## src/rtl/serial_sub.sv

```systemverilog
// Bit-serial unsigned subtractor, LSB first, one bit per clock.
// Computes {bout, diff} = a - b - bin with a start/busy/done handshake.
module serial_sub #(
  parameter int WIDTH = 8
) (
  input  logic             clk,
  input  logic             rst_n,
  input  logic             start,
  input  logic [WIDTH-1:0] a,
  input  logic [WIDTH-1:0] b,
  input  logic             bin,
  output logic             busy,
  output logic             done,
  output logic [WIDTH-1:0] diff,
  output logic             bout
);

  localparam int CW = $clog2(WIDTH) + 1;
  localparam logic [CW-1:0] LAST = CW'(WIDTH - 1);

  typedef enum logic [1:0] {
    IDLE,
    SHIFT,
    DONE
  } state_e;

  state_e           state_q;
  logic [WIDTH-1:0] ra_q;
  logic [WIDTH-1:0] rb_q;
  logic [WIDTH-2:0] acc_q;
  logic             bw_q;
  logic [CW-1:0]    cnt_q;
  logic [WIDTH-1:0] diff_q;
  logic             bout_q;
  logic             busy_q;
  logic             done_q;

  logic             x;
  logic             y;
  logic             d_bit;
  logic             bw_d;
  logic [WIDTH-1:0] acc_d;

  always_comb begin
    x     = ra_q[0];
    y     = rb_q[0];
    d_bit = x ^ y ^ bw_q;
    bw_d  = (~x & y) | (~(x ^ y) & bw_q);
    acc_d = {d_bit, acc_q};
  end

  always_ff @(posedge clk or negedge rst_n) begin
    if (!rst_n) begin
      state_q <= IDLE;
      ra_q    <= '0;
      rb_q    <= '0;
      acc_q   <= '0;
      bw_q    <= 1'b0;
      cnt_q   <= '0;
      diff_q  <= '0;
      bout_q  <= 1'b0;
      busy_q  <= 1'b0;
      done_q  <= 1'b0;
    end else begin
      done_q <= 1'b0;
      unique case (state_q)
        IDLE: begin
          if (start) begin
            ra_q    <= a;
            rb_q    <= b;
            bw_q    <= bin;
            acc_q   <= '0;
            cnt_q   <= '0;
            busy_q  <= 1'b1;
            state_q <= SHIFT;
          end
        end
        SHIFT: begin
          ra_q  <= ra_q >> 1;
          rb_q  <= rb_q >> 1;
          bw_q  <= bw_d;
          acc_q <= acc_d[WIDTH-1:1];
          cnt_q <= cnt_q + CW'(1);
          // result registers move only on the final bit
          if (cnt_q == LAST) begin
            diff_q  <= acc_d;
            bout_q  <= bw_d;
            done_q  <= 1'b1;
            state_q <= DONE;
          end
        end
        DONE: begin
          busy_q  <= 1'b0;
          state_q <= IDLE;
        end
        default: begin
          busy_q  <= 1'b0;
          state_q <= IDLE;
        end
      endcase
    end
  end

  assign busy = busy_q;
  assign done = done_q;
  assign diff = diff_q;
  assign bout = bout_q;

endmodule

```

## config.mk

```make
export PLATFORM = sky130hd
export DESIGN_NAME = serial_sub
export DESIGN_NICKNAME = d
export VERILOG_FILES = /design/src/rtl/serial_sub.sv
export SDC_FILE = /design/constraint.sdc
export NUM_CORES = 1
export LEC_CHECK = 0
export ABC_AREA = 0
export BUFFER_PORTS_ARGS = -buffer_cell sky130_fd_sc_hd__buf_2
export CORE_ASPECT_RATIO = 1.25
export CORE_UTILIZATION = 55
export CTS_CLUSTER_SIZE = 40
export DETAILED_ROUTE_END_ITERATION = 10
export PLACE_DENSITY = 0.85
export SLEW_MARGIN = 25
export SYNTH_ARGS = -nofsm -noshare
export SYNTH_HDL_FRONTEND = slang
export SYNTH_SLANG_ARGS = --single-unit
```

## constraint.sdc

```tcl
create_clock -name clk -period 2.9 [get_ports clk]
set_input_delay 0.145 -clock clk [delete_from_list [all_inputs] [get_ports clk]]
set_output_delay 0.145 -clock clk [all_outputs]
set_load 0.01 [all_outputs]
```

# Yosys cells after proc, flatten, opt, wreduce, memory -nomap -nowiden
# Cells that the tools add are included.
# classes
n_addsub	1
eq_ne	4
muxes	17
bitwise_logic	8
n_reduce_logical	6
# ops
operator	count
one-hot mux 8 bit (2 select lines)	2
two-way mux 8 bit	2
one-hot mux 7 bit (2 select lines)	1
one-hot mux 4 bit (2 select lines)	1
AND reduction 2 bit	4
two-way mux 7 bit	1
adder 4 x 1 -> 4 bit, second input constant	1
equality test 4 x 3 -> 1 bit, second input constant	1
two-way mux 1 bit	4
two-way mux 2 bit	2
two-way mux 4 bit	1
!= test 2 bit, second input constant	2
one-hot mux 1 bit (2 select lines)	2
one-hot mux 2 bit (2 select lines)	1
NOT 1 bit	3
bitwise AND 1 bit	2
equality test 2 x 1 -> 1 bit, second input constant	1
zero test 2 bit	1
nonzero test 2 bit	1
XOR 1 bit	2
OR 1 bit	1
# word_totals
ff_bits	41
in_bits	20
out_inout_bits	11
wordCells	46

# Longest topological paths before layout
# Gate-level depths: netlist of the first run.
# depth
depth_word	5
mapped_depth	5
depth_no_buf	4

# Worst setup path before layout of the first run
# No wires, ideal clock.
# synth_timing
path_type	register -> register
from	register cnt_q[0]
to	register diff_q[0], in the netlist diff[0]
setup_time_ns	0.125
arrival_ns	1.331
required_time_ns	2.775
slack_ns	1.444
path_stages_with_launch	5
n_path_buf	0
period_less_slack_ns	1.456
cell_sequence	dfrtp_1 ha_1 nand2_1 nor3_4 mux2_2
# synth_via
elab_chain_cells	2
# synth_lines
element	line_no	source
start: declaration	32	logic [CW-1:0] cnt_q;
start signal: assignment	83	cnt_q <= cnt_q + CW'(1);
equality test 4 x 3 -> 1 bit	85	if (cnt_q == LAST) begin
AND reduction 2 bit (no source line)	n/a	
end signal: assignment	60	diff_q <= '0;
end signal: assignment	86	diff_q <= acc_d;
end: declaration	33	logic [WIDTH-1:0] diff_q;
# Every way passes these cells.
# A chain may end at the register's enable or synchronous reset.

# Worst setup path after layout of the first run
# layout_timing
from	register state_q[1]
to	register diff_q[0], in the netlist diff[0]
# layout_via
elab_chain_cells	2
# layout_lines
element	line_no	source
start: declaration	27	state_e state_q;
start signal: assignment	54	state_q <= IDLE;
start signal: assignment	75	state_q <= SHIFT;
start signal: assignment	89	state_q <= DONE;
equality test 2 x 1 -> 1 bit	66	unique case (state_q)
AND reduction 2 bit (no source line)	n/a	
# Every way passes these cells.

==> results_dict.tcl, run 1 <==
set metrics [dict create \
    worstSkewPairLatency_ns 0.34 \
    floorplan.initialDensity 0.600 \
    postCtsResizedCells 0 \
    ant_nets 0 \
    status "completed" \
    detail_route.vias_per_cell 5.93 \
    worst_setup_path_end_kind "flop" \
    crit_path_max_incr_delay_ns 0.66 \
    total_standard_cell_area_after_synthesis_um2 1820 \
    final_design_area_no_fill_um2 2050 \
    synth_top_family_by_area "compound AO/OA/AOI/OAI gates" \
    power.clock.fraction 0.136 \
    worst_slew_pin_slew_ns 0.882 \
    num_ports 31 \
    final_tns_setup_ns 0 \
    setup_viol_count_final 0 \
    cap_violations 0 \
    multi_input_area_um2 731 \
    hold_class "in2reg" \
    grt_antenna_before_repair 0 \
    worst_ep_required_time_ns 3.13 \
    max_slew_margin 0.412 \
    mostFrequentLayoutCell "sky130_fd_sc_hd__dfrtp_1" \
    route.detailed.wl_per_inst_um 15.9 \
    achievable-frequency_ghz 0.524 \
    pwr_density_cell_nw_per_um2 1020 \
    finalHoldViolations 0 \
    relative_contribution_of_combinational_cells_to_total_power 0.374 \
    fin_skew_ns 0.00900 \
    synth.avg_cell_area_um2 11.1 \
    drive_gt1_frac 0.255 \
    crit_fanout 23 \
    total_gr_overflow 0 \
    first_iter_violations 22 \
    htree_num_levels 2 \
    finish.utilization 0.676 \
    tritoncts "done" \
    number_of_global_route_vias_before_repair 1374 \
    coreArea_um2 3030 \
    synth_seq_area_share 0.565 \
    postRouteWirelength_mm 3.63 \
    num-fill-cells 254 \
    cp.arrival_ns 2.14 \
    seq_power_share 0.490 \
    timing_worst_setup_path_type "reg2reg" \
    globalplace.congestion 0.759 \
    drc 0 \
    ys_seq_elements 41 \
    cell_with_the_biggest_individual_delay_on_the_critical_path "sky130_fd_sc_hd__dfrtp_1" \
    synth.area.mux_share 0.0606 \
    clk_pin_slew_ns 0.11 \
    crit_path_cell_trace "nand2b_4 > nor3_4 > mux2_2" \
    switching_share_of_power 0.372 \
    cellLeakagePower_nw 0.947 \
    worstPathBufferInverterCount 0 \
    cts_made_buffers 5 \
    post_cts.repair.setup_buffers 0 \
    antenna_cells 0 \
    switchingPower_w 0.000780 \
    rsz0062_at_grt "false" \
    synth_cells 163 \
    period_share 0.658 \
    area_delta_synth_final_pct 12.7 \
    fin_ws_ns 0.991 \
    slew_violations 0 \
    crit_family "simple AND/OR/NAND/NOR gates" \
    synth_fp_nets 185 \
    clock_sink_count 41 \
    dieHeight_um 66.3 \
    period_needed_ns 1.91 \
    grt_usage 0.239 \
    ys_warn_count 0 \
    grt_start_max_net_pins 42 \
    adder_cell_fraction_of_synth_area 0.0179 \
    detailed_place_hpwl_mm 2.52 \
    worstSetupStartpointType "flop" \
    port_buffers 30 \
    floorplan.die.width_um 53.4 \
    synthXorXnorAreaFrac 0 \
    cts-root-to-sink-buffers 2 \
    fp-row-count 22 \
    post_placement_setup_slack_ns 0.843 \
    placement.cell_area_um2 1980 \
    synth_simple_gate_area_frac 0.108 \
    cell_internal_pwr_w 0.00132 \
    seqCellArea_um2 1030 \
    grt_first_pass_wirelength_mm 6.08 \
    synth_cell_type_count 22 \
    design.die.area_um2 3540 \
    fin_nets 214 \
    synth-compound-area-share 0.214 \
    power.ir.vdd_worst_mv 0.563 \
    dr.pass1.iters 4 \
    cts_root_buf "sky130_fd_sc_hd__clkbuf_4" \
    vias 1351 \
    top_library_cells_by_usage_in_the_layout_fill_and_taps_aside "sky130_fd_sc_hd__dfrtp_1 (41), sky130_fd_sc_hd__buf_2 (30), sky130_fd_sc_hd__o21ai_0 (19)" \
]
synth_stat cells (all sizes together):
| cell type | count | area share |
|---|---|---|
| nand2 | 6 | 0.012 |
| or3 | 1 | 0.0034 |
| nor3 | 2 | 0.012 |
| a22o | 8 | 0.039 |
| nand3 | 3 | 0.0083 |
| ha | 1 | 0.0069 |
| nor2b | 17 | 0.059 |
| fa | 1 | 0.011 |
| dfrtp | 41 | 0.56 |
| nand2b | 1 | 0.0076 |
| o21ai | 19 | 0.052 |
| clkbuf | 6 | 0.012 |
| nor2 | 3 | 0.0062 |
| mux2 | 8 | 0.050 |
| buf | 5 | 0.014 |
| inv | 4 | 0.0083 |
| a2bb2oi | 3 | 0.014 |
| a21oi | 17 | 0.047 |
| o21bai | 1 | 0.0041 |
| mux2i | 2 | 0.011 |
| a22oi | 14 | 0.058 |
final cells by class:
type | count | share of cell area
Timing Repair Buffer | 33 | 0.0856
Clock buffer | 7 | 0.0269
Sequential cell | 41 | 0.501
Inverter | 4 | 0.00733
Tap cell | 36 | 0.0220
Multi-Input combinational cell | 107 | 0.357
path summary, 6_finish.rpt:
path,depth (start not counted),slack (ns),start,to
worst max-delay path,3,0.99,state_q[1],diff[0]
worst min-delay path,3,0.08,b[7],rb_q[7]
worst max register to register,3,0.99,state_q[1],diff[0]
worst min register to register,1,0.51,diff[0],diff[0]
max in group asynchronous,2,1.89,rst_n,cnt_q[3]
min in group asynchronous,2,0.46,rst_n,diff[0]
repair_timing:
| item | CTS | global route |
|---|---|---|
| hold buffers | 1 | 0 |
| setup endpoints to repair | 0 | 0 |
| hold endpoints to repair | 41 | 0 |
power by group through the flow:
stage	combinational, W	clock, W	sequential, W
5_1_grt	0.000875	0.000318	0.00107
6_report	0.000784	0.000285	0.00103
3_5_place_dp	0.000786	0	0.00104
3_3_place_gp	0.000746	0	0.00102
2_1_floorplan	0.000580	0	0.000984
4_1_cts	0.000789	0.000291	0.00103
metrics by stage:
stage          power (W)  instances  hold WS [ns]
2_1_floorplan    0.00156        163        -0.151
3_3_place_gp     0.00177        220         0.298
3_5_place_dp     0.00182        220         0.311
4_1_cts          0.00211        228        0.0738
5_1_grt          0.00226        228        0.0760
6_report         0.00210        228        0.0824
layer usage:
layer  vias to the layer above  wire length (um)  GRT usage
met1                       671              1500      0.293
met3                         6               149     0.0598
li1                        639                 -          -
met4                         0                56     0.0954
met2                        35              1930      0.392
met5                         -                 0          0
state kept, by name (all words and copies together), names as in the netlist:
register  flops
acc_q         7
ra_q          8
cnt_q         4
diff          8
busy          1
state_q       2
rb_q          8
done          1
bout          1
bw_q          1
worst reg2reg max path: cells and delay by family (launching register included):
kind,cells,cell delay [ns]
multiplexers,1,0.39
flip-flops,1,0.66
AND/OR/NAND/NOR,2,0.76
cell families (layout without fill, tap and decap cells):
logic type,Yosys count,after routing
adder cells (fa/ha/maj),2,2
flip-flops,41,41
buffers and inverters,15,44
AND/OR/NAND/NOR,33,33
AO/OA/AOI/OAI,62,62
multiplexers,10,10
Power figures use the tool's default switching activity.
==> run 2: changes to the inputs <==
--- a/config.mk
+++ b/config.mk
@@ -8,10 +8,10 @@
 export ABC_AREA = 0
 export BUFFER_PORTS_ARGS = -buffer_cell sky130_fd_sc_hd__buf_2
 export CORE_ASPECT_RATIO = 1.25
-export CORE_UTILIZATION = 55
+export CORE_UTILIZATION = 49
 export CTS_CLUSTER_SIZE = 40
 export DETAILED_ROUTE_END_ITERATION = 10
-export PLACE_DENSITY = 0.85
+export PLACE_DENSITY = 0.81
 export SLEW_MARGIN = 25
 export SYNTH_ARGS = -nofsm -noshare
 export SYNTH_HDL_FRONTEND = slang
==> constraint.sdc (replaced) <==
create_clock -name clk -period 1.7 [get_ports clk]
set_input_delay 0.085 -clock clk [delete_from_list [all_inputs] [get_ports clk]]
set_output_delay 0.085 -clock clk [all_outputs]
set_load 0.01 [all_outputs]
==> results_dict.tcl, run 2 (synthesis results as in run 1) <==
set metrics [dict create \
    num_ports 31 \
    tritoncts "done" \
    mostFrequentLayoutCell "sky130_fd_sc_hd__dfrtp_1" \
    drive_gt1_frac 0.281 \
    period_needed_ns 1.53 \
    dr.pass1.iters 4 \
    cp.arrival_ns 1.72 \
    finalHoldViolations 0 \
    cts_made_buffers 5 \
    antenna_cells 0 \
    port_buffers 30 \
    crit_path_max_incr_delay_ns 0.40 \
    globalplace.congestion 0.836 \
    detail_route.vias_per_cell 5.73 \
    ant_nets 0 \
    worstSetupStartpointType "flop" \
    dr_wl_met3_um 154 \
    detailed_place_hpwl_mm 2.44 \
    crit_path_cell_trace "ha_1 > nand2_1 > nor3_4 > buf_4 > mux2_2" \
    fp-row-count 24 \
    worst_slew_pin_slew_ns 0.590 \
    hold_class "in2reg" \
    postRouteWirelength_mm 3.64 \
    top_layer "met4" \
    vias 1364 \
    period_share 0.903 \
    grt_antenna_before_repair 0 \
    rsz0062_at_grt "false" \
    total_gr_overflow 0 \
    grt_first_pass_wirelength_mm 6.28 \
    design.die.area_um2 3960 \
    max_slew_margin 0.606 \
    route.detailed.wl_per_inst_um 15.3 \
    worst_ep_required_time_ns 1.88 \
    area_delta_synth_final_pct 17.8 \
    whs_ns 0.0750 \
    m1WireLength_mm 1.54 \
    worstSkewPairLatency_ns 0.30 \
    number_of_global_route_vias_before_repair 1347 \
    worst_setup_path_end_kind "flop" \
    setup_viol_count_final 0 \
    floorplan.initialDensity 0.517 \
    fin_nets 220 \
    cts-root-to-sink-buffers 2 \
    htree_num_levels 2 \
    floorplan.die.width_um 56.5 \
    timing_worst_setup_path_type "reg2reg" \
    grt_usage 0.208 \
    crit_fanout 10 \
    status "completed" \
    coreArea_um2 3510 \
    cap_violations 0 \
    first_iter_violations 41 \
    achievable-frequency_ghz 0.652 \
    pwr_density_cell_nw_per_um2 1780 \
    grt_start_max_net_pins 42 \
    top_library_cells_by_usage_in_the_layout_fill_and_taps_aside "sky130_fd_sc_hd__dfrtp_1 (41), sky130_fd_sc_hd__buf_2 (30), sky130_fd_sc_hd__o21ai_0 (19)" \
    fin_skew_ns 0.00430 \
    power.ir.vdd_worst_mv 0.927 \
    slew_violations 0 \
    cts_root_buf "sky130_fd_sc_hd__clkbuf_8" \
    design_power_total_w 0.00382 \
    cellLeakagePower_nw 1.00 \
    clock_sink_count 41 \
    routed-wl-met2_mm 1.88 \
    postCtsResizedCells 0 \
    cell_with_the_biggest_individual_delay_on_the_critical_path "sky130_fd_sc_hd__dfrtp_1" \
    dieHeight_um 70.1 \
    drc 0 \
    final_tns_setup_ns 0 \
    clk_pin_slew_ns 0.08 \
]
-- run 2: changes by cell type in the layout (fill, tap and decap cells not counted) --
cell / delta
sky130_fd_sc_hd__nor2b_2: -1
sky130_fd_sc_hd__clkbuf_4: -5
sky130_fd_sc_hd__clkinv_2: +1
sky130_fd_sc_hd__nor2b_1: +1
sky130_fd_sc_hd__clkbuf_1: -1
sky130_fd_sc_hd__buf_4: +6
sky130_fd_sc_hd__clkbuf_8: +6
-- run 2: area by class of cell --
cell class	instances	area, um^2
fill	304	1370
clock inverter	1	5.00
inverter	4	15.0
timing repair buffer	39	220
clock buffer	7	96.3
sequential	41	1030
multi-input combinational	107	728
tap	39	48.8
-- run 2: path summary, 6_finish.rpt --
kind | start | end | slack (ns) | cells past startpoint
worst max-delay path | cnt_q[0] | diff[5] | 0.17 | 5
worst min-delay path | a[2] | ra_q[2] | 0.08 | 3
worst max register to register | cnt_q[0] | diff[5] | 0.17 | 5
worst min register to register | diff[3] | diff[3] | 0.50 | 1
max in group asynchronous | rst_n | diff[2] | 0.95 | 3
min in group asynchronous | rst_n | done | 0.38 | 3
-- run 2: repair_timing --
action,4_1_cts,5_1_grt
hold buffers,1,0
endpoints found under the setup margin,0,0
endpoints found under the hold margin,41,0
buffers inserted,0,0
-- run 2: per-layer routing --
layer  GRT usage  up-vias
met5           0        -
met4      0.0840        0
met3      0.0611        6
met2       0.336       38
met1       0.260      670
li1            -      650
-- run 2: power by group --
group          internal [W]  switching, W
Combinational      0.000704      0.000751
Clock              0.000367      0.000326
Sequential          0.00138      0.000288
-- run 2: worst max-delay path: cells and delay by family, from the launching register on --
kind | cells | cell delay (ns)
fa+ha+maj | 1 | 0.21
flops | 1 | 0.40
buf+inv | 1 | 0.20
mux | 1 | 0.35
simple gates | 2 | 0.26
-- run 2: per-stage QoR --
step	setup slack (ns)	util	std cells	instance area, um^2
5_1_grt	0.0515	0.609	238	2140
3_5_place_dp	0.179	0.577	229	2030
2_1_floorplan	0.244	-	163	1820
4_1_cts	0.147	0.609	238	2140
3_3_place_gp	0.225	0.577	229	2030
6_report	0.165	0.609	238	2140
==> run 3: changes to the inputs <==
--- a/config.mk
+++ b/config.mk
@@ -7,8 +7,10 @@
 export LEC_CHECK = 0
 export ABC_AREA = 0
 export BUFFER_PORTS_ARGS = -buffer_cell sky130_fd_sc_hd__buf_2
+export CELL_PAD_IN_SITES_DETAIL_PLACEMENT = 1
+export CELL_PAD_IN_SITES_GLOBAL_PLACEMENT = 2
 export CORE_ASPECT_RATIO = 1.25
-export CORE_UTILIZATION = 49
+export CORE_UTILIZATION = 32
 export CTS_CLUSTER_SIZE = 40
 export DETAILED_ROUTE_END_ITERATION = 10
 export PLACE_DENSITY = 0.81
==> results_dict.tcl, run 3 (synthesis results as in run 1) <==
set metrics [dict create \
    coreArea_um2 5440 \
    htree_num_levels 2 \
    hold_class "in2reg" \
    seq_power_share 0.436 \
    r2r_setup_slack_ns 0.15 \
    switchingPower_w 0.00140 \
    cts-root-to-sink-buffers 2 \
    grt_first_pass_wirelength_mm 6.64 \
    detail_route.vias_per_cell 5.18 \
    dr.pass1.iters 4 \
    worst_r2r_endpoint "diff[5]" \
    final_tns_setup_ns 0 \
    ant_nets 0 \
    drive_gt1_frac 0.292 \
    first_iter_violations 58 \
    vias 1377 \
    number_of_global_route_vias_before_repair 1370 \
    worst_hold_startpoint "b[6]" \
    num-fill-cells 630 \
    slew_violations 0 \
    mostFrequentLayoutCell "sky130_fd_sc_hd__dfrtp_1" \
    dieHeight_um 86.2 \
    crit_fanout 9 \
    worst_slew_pin_slew_ns 0.439 \
    globalplace.congestion 0.717 \
    fp-row-count 30 \
    port_buffers 30 \
    floorplan.initialDensity 0.334 \
    period_share 0.910 \
    postCtsResizedCells 0 \
    crit_family "flip-flops" \
    worstSetupStartpointType "flop" \
    power.ir.vdd_worst_mv 0.536 \
    fin_skew_ns 0.00349 \
    period_needed_ns 1.55 \
    post_placement_setup_slack_ns 0.0786 \
    worstReg2RegStart "cnt_q[0]" \
    postRouteWirelength_mm 4.02 \
    switching_share_of_power 0.367 \
    worstSkewPairLatency_ns 0.29 \
    drc 0 \
    detailed_place_hpwl_mm 2.73 \
    finalHoldViolations 0 \
    max_slew_margin 0.707 \
    num_ports 31 \
    total_gr_overflow 0 \
    grt_start_max_net_pins 26 \
    fin_ws_ns 0.152 \
    power.clock.fraction 0.166 \
    antenna_cells 0 \
    area_delta_synth_final_pct 21.3 \
    r2r_cells 5 \
    min_delay_worst_endpoint "rb_q[6]" \
    cellLeakagePower_nw 1.01 \
    relative_contribution_of_combinational_cells_to_total_power 0.398 \
    clock_sink_count 41 \
    top_library_cells_by_usage_in_the_layout_fill_and_taps_aside "sky130_fd_sc_hd__dfrtp_1 (41), sky130_fd_sc_hd__buf_2 (30), sky130_fd_sc_hd__o21ai_0 (19)" \
    clk_pin_slew_ns 0.08 \
    crit_path_cell_trace "ha_1 > nand2_1 > nor3_4 > buf_12 > mux2_2" \
    tritoncts "done" \
    setup_viol_count_final 0 \
    timing.hold.worst_path_depth 3 \
    grt_antenna_before_repair 0 \
    crit_path_max_incr_delay_ns 0.39 \
    worstPathBufferInverterCount 1 \
    cp.arrival_ns 1.73 \
    pwr_density_cell_nw_per_um2 1730 \
    grt_usage 0.142 \
    cts_root_buf "sky130_fd_sc_hd__clkbuf_8" \
    timing_worst_setup_path_type "reg2reg" \
    cap_violations 0 \
    fin_nets 223 \
    floorplan.die.width_um 69.4 \
    cell_internal_pwr_w 0.00241 \
    cts_made_buffers 5 \
    route.detailed.wl_per_inst_um 15.1 \
    cell_with_the_biggest_individual_delay_on_the_critical_path "sky130_fd_sc_hd__dfrtp_1" \
    rsz0062_at_grt "false" \
    status "completed" \
    design.die.area_um2 5980 \
    worst_setup_path_end_kind "flop" \
    achievable-frequency_ghz 0.646 \
    worst_ep_required_time_ns 1.88 \
]
run 3: changes by cell type in the layout (fill, tap and decap cells not counted):
cell	change
sky130_fd_sc_hd__buf_12	+2
sky130_fd_sc_hd__clkinv_2	+1
sky130_fd_sc_hd__clkinvlp_4	+1
sky130_fd_sc_hd__buf_4	+1
sky130_fd_sc_hd__clkbuf_8	-2
run 3: routing by layer:
metal,track usage,part of all wire,vias up
li1,-,-,661
met1,0.186,0.47,684
met2,0.230,0.49,27
met3,0.0326,0.033,5
met4,0.0557,0.013,0
met5,0,0,-
run 3: tightest hold or removal path, cell delays in order:
cell and delay, ns:
sky130_fd_sc_hd__buf_2 0.07, sky130_fd_sc_hd__a21oi_1 0.04, sky130_fd_sc_hd__o21ai_0 0.12
run 3: worst max-delay path by stage:
stage / startpoint / end / slack (ns) / depth (start not counted)
after floorplan: cnt_q[0] / diff[0] / 0.24 / 4
after global placement: cnt_q[0] / diff[5] / 0.14 / 4
after detailed placement: cnt_q[0] / diff[1] / 0.08 / 4
after CTS: cnt_q[0] / diff[1] / 0.06 / 4
after global routing: cnt_q[0] / diff[5] / 0.08 / 5
final: cnt_q[0] / diff[5] / 0.15 / 5
run 3: area by class of cell:
type,count,area [um^2],area share
multi-input combinational,107,728,0.330
clock inverter,3,17.5,0.00795
sequential,41,1030,0.466
timing repair buffer,42,268,0.122
inverter,4,15.0,0.00681
tap,64,80.1,0.0363
clock buffer,5,68.8,0.0312
run 3: power groups by stage:
stage	combinational [W]	clock, W	sequential, W
finish	0.00152	0.000632	0.00166
global route	0.00170	0.000695	0.00173
CTS	0.00153	0.000662	0.00167
detailed placement	0.00151	0	0.00169
global placement	0.00149	0	0.00167
floorplan	0.000989	0	0.00168
run 3: stage by stage:
step	util	instance area (um^2)	hold WS, ns	std cells	power (W)
after floorplan	-	1820	-0.211	163	0.00267
after global placement	0.383	2090	0.0480	256	0.00316
after detailed placement	0.383	2090	0.0524	256	0.00320
after CTS	0.401	2180	0.0611	265	0.00386
after global routing	0.405	2200	0.0811	266	0.00413
final	0.405	2200	0.0653	266	0.00381
run 3: repair_timing:
item	in CTS	in global routing
buffers inserted	0	1
hold buffers	1	0
endpoints found under the hold margin	16	0
setup endpoints to repair	0	4
